$ cat config.mk
export PLATFORM = sky130hd
export DESIGN_NAME = mc_mips_control_flat
export DESIGN_NICKNAME = d
export VERILOG_FILES = /design/src/rtl/mc_mips_control_if.sv /design/src/rtl/mc_mips_control.sv /design/src/flat_wrapper.sv
export SDC_FILE = /design/constraint.sdc
export NUM_CORES = 1
export LEC_CHECK = 0
export ABC_AREA = 1
export BUFFER_PORTS_ARGS = -buffer_cell sky130_fd_sc_hd__buf_2
export CAP_MARGIN = 20
export CORE_AREA = 2 2 56 58
export CTS_CLUSTER_DIAMETER = 200
export DETAILED_ROUTE_END_ITERATION = 6
export DIE_AREA = 0 0 58 60
export SLEW_MARGIN = 30
export SYNTH_ARGS = -nofsm -noshare
export SYNTH_HDL_FRONTEND = slang
export SYNTH_SLANG_ARGS = --single-unit
$ cat constraint.sdc
create_clock -name clk -period 2.1 [get_ports clk]
set_clock_uncertainty 0.1 [all_clocks]
set_input_delay 0 -clock clk [delete_from_list [all_inputs] [get_ports clk]]
set_output_delay 0 -clock clk [all_outputs]
set_load 0.05 [all_outputs]
$ cat src/rtl/mc_mips_control_if.sv
// Memory handshake between the multicycle MIPS controller (master) and the
// memory system (slave): request, write qualifier and completion strobe.
interface mc_mips_control_if;
   logic mem_req;
   logic mem_we;
   logic mem_ack;

   modport master (
      output mem_req,
      output mem_we,
      input  mem_ack
   );

   modport slave (
      input  mem_req,
      input  mem_we,
      output mem_ack
   );
endinterface

$ cat src/rtl/mc_mips_control.sv
// Multicycle MIPS control FSM with a bus-wait watchdog. Define MC_JAL_JR_EN to
// add the JAL (opcode 0x03) and JR (R-type funct 0x08) instruction paths.
module mc_mips_control #(
   parameter int MAX_WAIT = 15,
   parameter int WAIT_W   = 4
) (
   input  logic                      clk,
   input  logic                      reset,
   mc_mips_control_if.master         mem,
   input  logic [5:0]                opcode,
   input  logic [5:0]                funct,
   input  logic                      zero,
   output logic                      iord,
   output logic                      irwrite,
   output logic                      pcwrite,
   output logic                      regwrite,
   output logic                      memtoreg,
   output logic                      alusrca,
   output logic [1:0]                alusrcb,
   output logic [1:0]                pcsrc,
   output logic [1:0]                regdst,
   output logic [2:0]                alucontrol,
   output logic [3:0]                state,
   output logic                      bus_err
);

   typedef enum logic [3:0] {
      S_FETCH  = 4'd0,
      S_DECODE = 4'd1,
      S_MEMADR = 4'd2,
      S_MEMRD  = 4'd3,
      S_MEMWB  = 4'd4,
      S_MEMWR  = 4'd5,
      S_EXEC   = 4'd6,
      S_ALUWB  = 4'd7,
      S_BRANCH = 4'd8,
      S_ADDIEX = 4'd9,
      S_ADDIWB = 4'd10,
      S_JUMP   = 4'd11,
      S_JAL    = 4'd12,
      S_JR     = 4'd13,
      S_ERR    = 4'd15
   } state_t;

   localparam logic [5:0] OP_RTYPE = 6'h00;
   localparam logic [5:0] OP_LW    = 6'h23;
   localparam logic [5:0] OP_SW    = 6'h2B;
   localparam logic [5:0] OP_BEQ   = 6'h04;
   localparam logic [5:0] OP_ADDI  = 6'h08;
   localparam logic [5:0] OP_J     = 6'h02;
`ifdef MC_JAL_JR_EN
   localparam logic [5:0] OP_JAL   = 6'h03;
   localparam logic [5:0] FN_JR    = 6'h08;
`endif

   localparam logic [5:0] FN_ADD   = 6'h20;
   localparam logic [5:0] FN_SUB   = 6'h22;
   localparam logic [5:0] FN_AND   = 6'h24;
   localparam logic [5:0] FN_OR    = 6'h25;
   localparam logic [5:0] FN_SLT   = 6'h2A;

   localparam logic [2:0] ALU_ADD  = 3'b010;
   localparam logic [2:0] ALU_SUB  = 3'b110;
   localparam logic [2:0] ALU_AND  = 3'b000;
   localparam logic [2:0] ALU_OR   = 3'b001;
   localparam logic [2:0] ALU_SLT  = 3'b111;

   localparam logic [WAIT_W-1:0] WAIT_LIMIT = WAIT_W'(MAX_WAIT);

   state_t            state_q, state_d;
   logic [WAIT_W-1:0] wait_q,  wait_d;
   logic              ack_seen;
   logic              wait_expired;

   // An ack only counts while a request is actually outstanding.
   assign ack_seen     = mem.mem_req & mem.mem_ack;
   assign wait_expired = (wait_q == WAIT_LIMIT);

   // NOTE: sequential state uses non-blocking assignments so every register
   // samples the pre-edge values, independent of statement order.
   always_ff @(posedge clk) begin
      if (reset) begin
         state_q <= S_FETCH;
         wait_q  <= '0;
      end else begin
         state_q <= state_d;
         wait_q  <= wait_d;
      end
   end

   // NOTE: every combinational output gets a default first so no path through
   // the case statements leaves a value unassigned and infers a latch.
   always_comb begin
      state_d = state_q;
      case (state_q)
         S_FETCH: begin
            if (ack_seen)          state_d = S_DECODE;
            else if (wait_expired) state_d = S_ERR;
         end
         S_DECODE: begin
            case (opcode)
               OP_LW, OP_SW: state_d = S_MEMADR;
`ifdef MC_JAL_JR_EN
               OP_RTYPE:     state_d = (funct == FN_JR) ? S_JR : S_EXEC;
               OP_JAL:       state_d = S_JAL;
`else
               OP_RTYPE:     state_d = S_EXEC;
`endif
               OP_BEQ:       state_d = S_BRANCH;
               OP_ADDI:      state_d = S_ADDIEX;
               OP_J:         state_d = S_JUMP;
               default:      state_d = S_FETCH;
            endcase
         end
         S_MEMADR: state_d = (opcode == OP_LW) ? S_MEMRD : S_MEMWR;
         S_MEMRD: begin
            if (ack_seen)          state_d = S_MEMWB;
            else if (wait_expired) state_d = S_ERR;
         end
         S_MEMWR: begin
            if (ack_seen)          state_d = S_FETCH;
            else if (wait_expired) state_d = S_ERR;
         end
         S_EXEC:   state_d = S_ALUWB;
         S_ADDIEX: state_d = S_ADDIWB;
         S_MEMWB, S_ALUWB, S_BRANCH, S_ADDIWB,
         S_JUMP, S_JAL, S_JR: state_d = S_FETCH;
         S_ERR:    state_d = S_ERR;
         default:  state_d = S_FETCH;
      endcase
   end

   // Watchdog restarts on every state change (covers entry to each memory
   // state) and on a completed access; it only advances while waiting.
   always_comb begin
      wait_d = wait_q;
      if (ack_seen || (state_d != state_q)) begin
         wait_d = '0;
      end else if (mem.mem_req) begin
         wait_d = wait_q + WAIT_W'(1);
      end
   end

   always_comb begin
      mem.mem_req = 1'b0;
      mem.mem_we  = 1'b0;
      iord        = 1'b0;
      irwrite     = 1'b0;
      pcwrite     = 1'b0;
      regwrite    = 1'b0;
      memtoreg    = 1'b0;
      alusrca     = 1'b0;
      alusrcb     = 2'b00;
      pcsrc       = 2'b00;
      regdst      = 2'b00;
      alucontrol  = 3'b000;
      case (state_q)
         S_FETCH: begin
            mem.mem_req = 1'b1;
            alusrcb     = 2'b01;
            alucontrol  = ALU_ADD;
            irwrite     = ack_seen;
            pcwrite     = ack_seen;
         end
         S_DECODE: begin
            alusrcb    = 2'b11;
            alucontrol = ALU_ADD;
         end
         S_MEMADR, S_ADDIEX: begin
            alusrca    = 1'b1;
            alusrcb    = 2'b10;
            alucontrol = ALU_ADD;
         end
         S_MEMRD: begin
            mem.mem_req = 1'b1;
            iord        = 1'b1;
         end
         S_MEMWB: begin
            regwrite = 1'b1;
            memtoreg = 1'b1;
         end
         S_MEMWR: begin
            mem.mem_req = 1'b1;
            mem.mem_we  = 1'b1;
            iord        = 1'b1;
         end
         S_EXEC: begin
            alusrca = 1'b1;
            case (funct)
               FN_SUB:  alucontrol = ALU_SUB;
               FN_AND:  alucontrol = ALU_AND;
               FN_OR:   alucontrol = ALU_OR;
               FN_SLT:  alucontrol = ALU_SLT;
               FN_ADD:  alucontrol = ALU_ADD;
               default: alucontrol = ALU_ADD;
            endcase
         end
         S_ALUWB: begin
            regwrite = 1'b1;
            regdst   = 2'b01;
         end
         S_BRANCH: begin
            alusrca    = 1'b1;
            alucontrol = ALU_SUB;
            pcsrc      = 2'b01;
            pcwrite    = zero;
         end
         S_ADDIWB: begin
            regwrite = 1'b1;
         end
         S_JUMP: begin
            pcsrc   = 2'b10;
            pcwrite = 1'b1;
         end
         S_JAL: begin
            pcsrc    = 2'b10;
            pcwrite  = 1'b1;
            regwrite = 1'b1;
            regdst   = 2'b10;
         end
         S_JR: begin
            pcsrc   = 2'b11;
            pcwrite = 1'b1;
         end
         default: ;
      endcase
   end

   assign state   = state_q;
   // ERR only leaves through reset, so decoding it keeps the flag sticky.
   assign bus_err = (state_q == S_ERR);

endmodule
$ cat src/flat_wrapper.sv
// flat-port wrapper written by rule: the top's interface ports become plain ports
module mc_mips_control_flat 
#(
   parameter int MAX_WAIT = 15,
   parameter int WAIT_W   = 4
)
  (clk, reset, opcode, funct, zero, iord, irwrite, pcwrite, regwrite, memtoreg, alusrca, alusrcb, pcsrc, regdst, alucontrol, state, bus_err, mem_mem_req, mem_mem_we, mem_mem_ack);
  mc_mips_control_if mem_i ();
  input  logic clk;
  input  logic reset;
  input  logic [5:0] opcode;
  input  logic [5:0] funct;
  input  logic zero;
  output logic iord;
  output logic irwrite;
  output logic pcwrite;
  output logic regwrite;
  output logic memtoreg;
  output logic alusrca;
  output logic [1:0] alusrcb;
  output logic [1:0] pcsrc;
  output logic [1:0] regdst;
  output logic [2:0] alucontrol;
  output logic [3:0] state;
  output logic bus_err;
  output wire logic [$bits(mem_i.mem_req)-1:0] mem_mem_req;
  output wire logic [$bits(mem_i.mem_we)-1:0] mem_mem_we;
  input wire logic [$bits(mem_i.mem_ack)-1:0] mem_mem_ack;
  assign mem_mem_req = mem_i.mem_req;
  assign mem_mem_we = mem_i.mem_we;
  assign mem_i.mem_ack = mem_mem_ack;
  mc_mips_control #(.MAX_WAIT(MAX_WAIT), .WAIT_W(WAIT_W)) u_core (.clk(clk), .reset(reset), .mem(mem_i), .opcode(opcode), .funct(funct), .zero(zero), .iord(iord), .irwrite(irwrite), .pcwrite(pcwrite), .regwrite(regwrite), .memtoreg(memtoreg), .alusrca(alusrca), .alusrcb(alusrcb), .pcsrc(pcsrc), .regdst(regdst), .alucontrol(alucontrol), .state(state), .bus_err(bus_err));
endmodule
* Word-level counts from Yosys, hierarchy flattened
Index checks and enable logic that the tools add are counted.
Storage, ports and cells: bits in registers 8, input bits 16, output and inout port bits 22, word-level logic and storage cells 62
Operators by class: $add $sub $neg 1, eq/ne operators 25, mux-type cells 20, bitwise gates (word level) 1, reductions and logical operators 13
Operators with widths (number):
- 6-bit equality test, second input constant | 6
- 4-bit equality test, second input constant | 8
- 4-bit case mux with 8 select lines | 1
- 4-bit case mux with 5 select lines | 1
- 4-bit by 3-bit equality test with 1-bit output, second input constant | 4
- 4-bit 2-to-1 mux | 4
- 2-bit case mux with 3 select lines | 2
- 3-bit case mux with 4 select lines | 1
- 4-bit OR reduction | 3
- 2-bit OR reduction | 5
- 3-bit case mux with 3 select lines | 1
- 4-bit by 2-bit equality test with 1-bit output, second input constant | 2
- 1-bit 2-to-1 mux | 7
- 6-bit by 2-bit equality test with 1-bit output, second input constant | 1
- 6-bit by 3-bit equality test with 1-bit output, second input constant | 1
- 6-bit by 4-bit equality test with 1-bit output, second input constant | 1
- 6-bit zero test | 1
- 3-bit OR reduction | 2
- 4-bit by 1-bit adder with 4-bit output, second input constant | 1
- 4-bit by 1-bit equality test with 1-bit output, second input constant | 1
- 4-bit zero test | 1
- 4-bit inequality test | 1
- 2-bit case mux with 2 select lines | 1
- 3-bit 2-to-1 mux | 1
- 3 further kinds | 3

* Longest topological paths before layout
Gate-level depths: netlist (run 1).
word-level depth 9, gate-level depth with buffers 11, mapped depth without buffers 11

* Worst setup path after synthesis (run 1)
OpenSTA, ideal clock, no wires.
path type reg-to-output, start point register u_core.state_q[3], in the netlist u_core.state[3], end point output port pcwrite, data arrival time 2.530 ns, required time 2.000 ns, slack -0.530 ns, stages on the path, launching flop included 7, buffers on the path 0, path through dfxtp_1 inv_1 nor2_1 inv_1 o22ai_1 a21oi_1 o21ai_0
Between the ends: word-level cells in the longest chain between the ends 5, elaborated cells on any way between the ends 12, classes of those cells eq/ne: 6; mux: 2; bitwise: 1; reduce/logical: 3
RTL lines:
- start, declared | RTL line mc_mips_control.sv:70 | state_t state_q, state_d;
- start signal, assigned | RTL line mc_mips_control.sv:86 | state_q <= state_d;
- 4-bit by 2-bit equality test with 1-bit output (tied with other cells) | RTL line mc_mips_control.sv:157 | case (state_q)
- 3-bit OR reduction (no source line)
- 1-bit 2-to-1 mux | RTL line mc_mips_control.sv:157
- 1-bit bitwise AND | RTL line mc_mips_control.sv:76 | assign ack_seen = mem.mem_req & mem.mem_ack;
- 1-bit case mux with 3 select lines * | RTL line mc_mips_control.sv:157
- end, declared | RTL line flat_wrapper.sv:16 | output logic pcwrite;
Every way passes the cells marked *; elsewhere a longest branch is shown, timed or not.

* Worst setup path after layout (run 1)
start point register u_core.state_q[1], in the netlist u_core.state[1], end point output port alucontrol[0]
Between the ends: word-level cells in the longest chain between the ends 3, elaborated cells on any way between the ends 8, classes of those cells eq/ne: 5; mux: 1; reduce/logical: 2
RTL lines:
- 4-bit by 1-bit equality test with 1-bit output (tied with other cells) | RTL line mc_mips_control.sv:157
- 4-bit OR reduction (no source line)
- 3-bit case mux with 3 select lines * | RTL line mc_mips_control.sv:157
- end, declared | RTL line flat_wrapper.sv:23 | output logic [2:0] alucontrol;
Marked as above.

==> results_dict.tcl, run 1 <==
set metrics [dict create \
    status "complete, no violations" \
    period_needed_ns 1.82 \
    cellPowerDensity_mw_per_mm2 439 \
    fin_crit_sh 0.868 \
    post-synth-top-area-cell "dfxtp_1" \
    place_congestion 0.829 \
    worst-r2r-setup-slack_ns 0.39 \
    cts_num_sinks 8 \
    start_kind "flop" \
    cts_root_buf "clkbuf_4" \
    dp_hpwl_um 1850 \
    portBuffers 37 \
    drive_gt1_frac 0.302 \
    core_sq_mm 0.00290 \
    relSlewSlack 0.815 \
    yosysWarnings 0 \
    synth_top_cell_area_share 0.194 \
    critical_path_buf_inv_count 3 \
    slowest_stage "dfxtp_1" \
    timing.fmax_mhz 549 \
    rsz0062_at_grt "false" \
    vias_per_cell 4.62 \
    final_cell_mix "37 x buf_2, 35 x nand2_1, 30 x inv_1" \
    hold_path.class "input port to flop" \
    syn_area_per_cell_sq_um 5.58 \
    cpMostUsedCell "inv_1" \
    grt_pass1_vias 934 \
    fp-row-count 20 \
    cp.depth 7 \
    numPlacedInstances 218 \
    cts.htree.levels 1 \
    fillers 347 \
    hold_viol 0 \
    finish.utilization 0.381 \
    area_growth_pct 33.8 \
    cts_tree "yes" \
    synthesis.instances 148 \
    cp-end-kind "output pin" \
    cp-endpoint "alucontrol[0]" \
    path_class "flop to output pin" \
    wl_um 2130 \
    setup_viol_count_final 0 \
    arrival_ns 1.72 \
    ant_nets 0 \
    crit_family "buffers and inverters" \
    wl_per_cell_um 9.61 \
    power.leakage_nw 0.676 \
    grt_pass1_wl_um 3590 \
    rr_endpoint "u_core.wait_q[3]" \
    grt_max_degree 11 \
    die_area_sq_mm 0.00348 \
    ir_drop_v 0.000263 \
    grt_usage 0.132 \
    drcViolationCount 0 \
    synth_cell_types 21 \
    cts.path.max_buffers 2 \
    ios 38 \
    cap_violations 0 \
    tightest_slew_ns 0.278 \
    final_cells 222 \
    path_cells "inv_1 -> nor2_1 -> nand2_1 -> inv_1 -> nand3_1 -> o22ai_2 -> buf_2" \
    initialDrtViolationCount 16 \
    worstSkewPairLatency_ns 0.25 \
    rr_startpoint "u_core.state[0]" \
    crit_required_ns 2.00 \
    hold_slack_ns 0.0817 \
    first_pass_iters 4 \
    die_w_um 58 \
    antenna_found_initial 0 \
    overflow 0 \
    start_util 0.284 \
    cts_buffers 3 \
    final_common_cell "buf_2" \
    total_power_mw 0.485 \
    route.vias.total 1026 \
    die_y_um 60 \
    max_stage_delay_ns 0.45 \
    crit_path_start "u_core.state[1]" \
    yosysSeqAreaShare 0.194 \
    synth_seq_cells 8 \
    synthTopCellsByArea "dfxtp_1 19%, nand2_1 16%, inv_1 14%" \
    hp-start "opcode[2]" \
    clk_pin_slew_ns 0.05 \
    syn_nets 165 \
    worstPathMaxFanout 6 \
    r2r_cells 11 \
    maxSlewViolCount 0 \
    final_nets 208 \
    antenna_cells 0 \
    netlist_area_sq_um 826 \
]
[power by group]
group          switching, mW  internal, mW
sequential           0.00755         0.158
clock                 0.0530        0.0654
combinational          0.143        0.0584
total                  0.203         0.282
[logic make-up after synthesis]
logic type / count (synthesis) / synth area share
xor+xnor: 3 / 0.0318
fa+ha+maj: 1 / 0.0151
simple gates: 90 / 0.502
compound gates: 15 / 0.108
flops: 8 / 0.194
mux: 1 / 0.0136
buf+inv: 30 / 0.136
[worst reg2reg max path: stages, from the launching register on]
cell and delay, ns:
dfxtp_1 0.43, inv_1 0.12, nor2_2 0.20, nand2_2 0.12
nand3_4 0.13, nand2_1 0.08, nand3_1 0.13, nand2_1 0.07
nand2_1 0.07, nor2_2 0.05, nand2_2 0.07, nor2_1 0.04
[metal layers]
| metal | track usage | routed length, um |
|---|---|---|
| met1 | 0.152 | 972 |
| met2 | 0.237 | 1000 |
| met3 | 0.0303 | 115 |
| met4 | 0.0532 | 44 |
| met5 | 0 | 0 |
[flip-flops by register name, indices dropped and copies added, names as in the netlist]
signal / flops
u_core.state: 4
u_core.wait_q: 4
[through the flow]
step                setup TNS, ns  worst slack, ns  cell area [sq um]
detailed placement              0            0.375               1070
global route                    0            0.112               1100
CTS                             0            0.266               1100
finish                          0            0.277               1100
floorplan                  -0.269           -0.171                846
global placement                0            0.354               1070
[repair_timing]
| item | 4_1_cts | 5_1_grt |
|---|---|---|
| resized for setup | 0 | 0 |
| setup buffers | 0 | 0 |
| hold buffers | 1 | 0 |
| hold endpoints to repair | 4 | 0 |
[layout make-up]
class | count | area, sq um | area share
multi-input cells | 110 | 573 | 0.519
repair buffers | 38 | 195 | 0.177
flip-flops and latches | 8 | 160 | 0.145
inverters | 30 | 113 | 0.102
well taps | 33 | 41.3 | 0.0374
clock buffers | 3 | 22.5 | 0.0204
[synth_stat cells]
cell / number
nand2_1: 35
inv_1: 30
nor2_1: 26
nand3_1: 12
dfxtp_1: 8
a21oi_1: 7
nand4_1: 5
nand2_2: 4
nor2_2: 4
o21ai_0: 3
xnor2_1: 3
o22ai_1: 2
a2111o_1: 1
a211oi_1: 1
ha_1: 1
mux2_2: 1
nand2_4: 1
nand3_2: 1
nand3_4: 1
nor3_1: 1
o21a_1: 1
[how the worst min path moves through the flow]
stage	endpoint	slack, ns	cells after the start
floorplan	u_core.state[1]	-0.03	1
global placement	u_core.state[1]	0.13	2
detailed placement	u_core.state[1]	0.13	2
CTS	u_core.state[1]	0.07	6
global route	u_core.state[1]	0.10	6
finish	u_core.state[1]	0.08	6
No activity file was read; power rests on OpenSTA's default activity.
==> run 2: changes to the inputs <==
--- a/config.mk
+++ b/config.mk
@@ -8,11 +8,13 @@
 export ABC_AREA = 1
 export BUFFER_PORTS_ARGS = -buffer_cell sky130_fd_sc_hd__buf_2
 export CAP_MARGIN = 20
-export CORE_AREA = 2 2 56 58
+export CORE_AREA = 2 2 46 48
 export CTS_CLUSTER_DIAMETER = 200
 export DETAILED_ROUTE_END_ITERATION = 6
-export DIE_AREA = 0 0 58 60
+export DIE_AREA = 0 0 48 50
+export PLACE_DENSITY = 0.75
 export SLEW_MARGIN = 30
 export SYNTH_ARGS = -nofsm -noshare
 export SYNTH_HDL_FRONTEND = slang
 export SYNTH_SLANG_ARGS = --single-unit
+export TNS_END_PERCENT = 1
==> run 2 against run 1 <==
Compared with the run above: core utilization grew 19 points; critical path depth is the same; cell count fell by 2.7%; hold slack lost 0.0012 ns; worst setup slack got worse by 0.088 ns.
==> results_dict.tcl, run 2 (same netlist as run 1, synthesis figures left out) <==
set metrics [dict create \
    status "complete, no violations" \
    final_nets 208 \
    rsz0062_at_grt "false" \
    antenna_found_initial 0 \
    total_power_mw 0.493 \
    dp_slack_ns 0.426 \
    hold_buffers 1 \
    ir_drop_v 0.000392 \
    worstSkewPairLatency_ns 0.27 \
    timing.fmax_mhz 523 \
    cts_root_buf "clkbuf_4" \
    start_util 0.434 \
    route.vias.total 1075 \
    initialDrtViolationCount 27 \
    core_sq_mm 0.00190 \
    fp-row-count 16 \
    ios 38 \
    stdcell_area_sq_mm 0.00109 \
    cts.htree.levels 1 \
    fillers 202 \
    cts.path.max_buffers 2 \
    ant_nets 0 \
    first_pass_iters 4 \
    period_needed_ns 1.91 \
    drcViolationCount 0 \
    postCtsSetupBuffers 0 \
    vias_per_cell 4.98 \
    cap_violations 0 \
    die_w_um 48 \
    path_class "flop to output pin" \
    grt_usage 0.207 \
    hold_path.class "input port to flop" \
    setup_tns_ns 0 \
    cellPowerDensity_mw_per_mm2 454 \
    die_y_um 50 \
    multiInputGateArea_sq_um 562 \
    tightest_slew_ns 0.274 \
    dp_hpwl_um 1920 \
    die_area_sq_mm 0.00240 \
    placed_area_sq_mm 0.00105 \
    antenna_cells 0 \
    fin_crit_sh 0.910 \
    final_common_cell "buf_2" \
    maxSlewViolCount 0 \
    crit_path_start "u_core.state[3]" \
    power.leakage_nw 0.676 \
    timing.final.ws_setup_ns 0.189 \
    cts_num_sinks 8 \
    setup_viol_count_final 0 \
    wl_per_cell_um 10.5 \
    overflow 0 \
    grt_max_degree 11 \
    area_growth_pct 31.5 \
    hp-start "opcode[2]" \
    hold_viol 0 \
    relSlewSlack 0.817 \
    cts_tree "yes" \
    crit_required_ns 2.00 \
    rr_startpoint "u_core.state[0]" \
    grt_pass1_vias 919 \
    finish.utilization 0.571 \
    cts_resized 0 \
    portBuffers 37 \
    worstPathMaxFanout 5 \
    arrival_ns 1.81 \
    start_kind "flop" \
    cp-end-kind "output pin" \
    clk_pin_slew_ns 0.06 \
    grt_pass1_wl_um 3570 \
    seq_area_sq_um 160 \
    wl_um 2260 \
    cts_buffers 3 \
    drive_gt1_frac 0.286 \
    place_congestion 0.855 \
    final_cell_mix "37 x buf_2, 35 x nand2_1, 30 x inv_1" \
]
## run 2: worst paths after layout
| kind | to | slack (ns) | depth (start not counted) |
|---|---|---|---|
| setup / recovery | pcwrite | 0.19 | 7 |
| hold / removal | u_core.state[1] | 0.08 | 6 |
| setup reg to reg | u_core.wait_q[0] | 0.41 | 11 |
| hold reg to reg | u_core.wait_q[3] | 0.45 | 3 |
## run 2: stage by stage
stage	cells	hold WS, ns
floorplan	148	-0.0309
global placement	212	0.116
detailed placement	212	0.124
CTS	216	0.0810
global route	216	0.172
finish	216	0.0805
## run 2: cell type report
cell class	instances	area share
multi-input combinational	110	0.517
clock buffer	3	0.0207
tap	27	0.0311
sequential	8	0.147
inverter	30	0.104
timing repair buffer	38	0.180
## run 2: layer usage
| layer | track usage | vias up | part of all wire |
|---|---|---|---|
| met5 | 0 | - | 0 |
| met4 | 0.117 | 0 | 0.027 |
| met3 | 0.0733 | 7 | 0.10 |
| met2 | 0.322 | 60 | 0.45 |
| met1 | 0.232 | 462 | 0.42 |
| li1 | - | 546 | - |
## run 2: power by group
group | switching [mW] | internal [mW] | leakage [nW]
logic | 0.142 | 0.0581 | 0.597
registers | 0.00769 | 0.158 | 0.0649
clock network | 0.0610 | 0.0660 | 0.0138
total | 0.211 | 0.282 | 0.676
## run 2: worst max-delay path, stage by stage, from the launching register on
cell and delay, ns:
dfxtp_1 0.42, inv_1 0.11, nor2_1 0.24, inv_1 0.11
nor2_1 0.20, a21oi_1 0.11, o21ai_0 0.07, buf_2 0.28
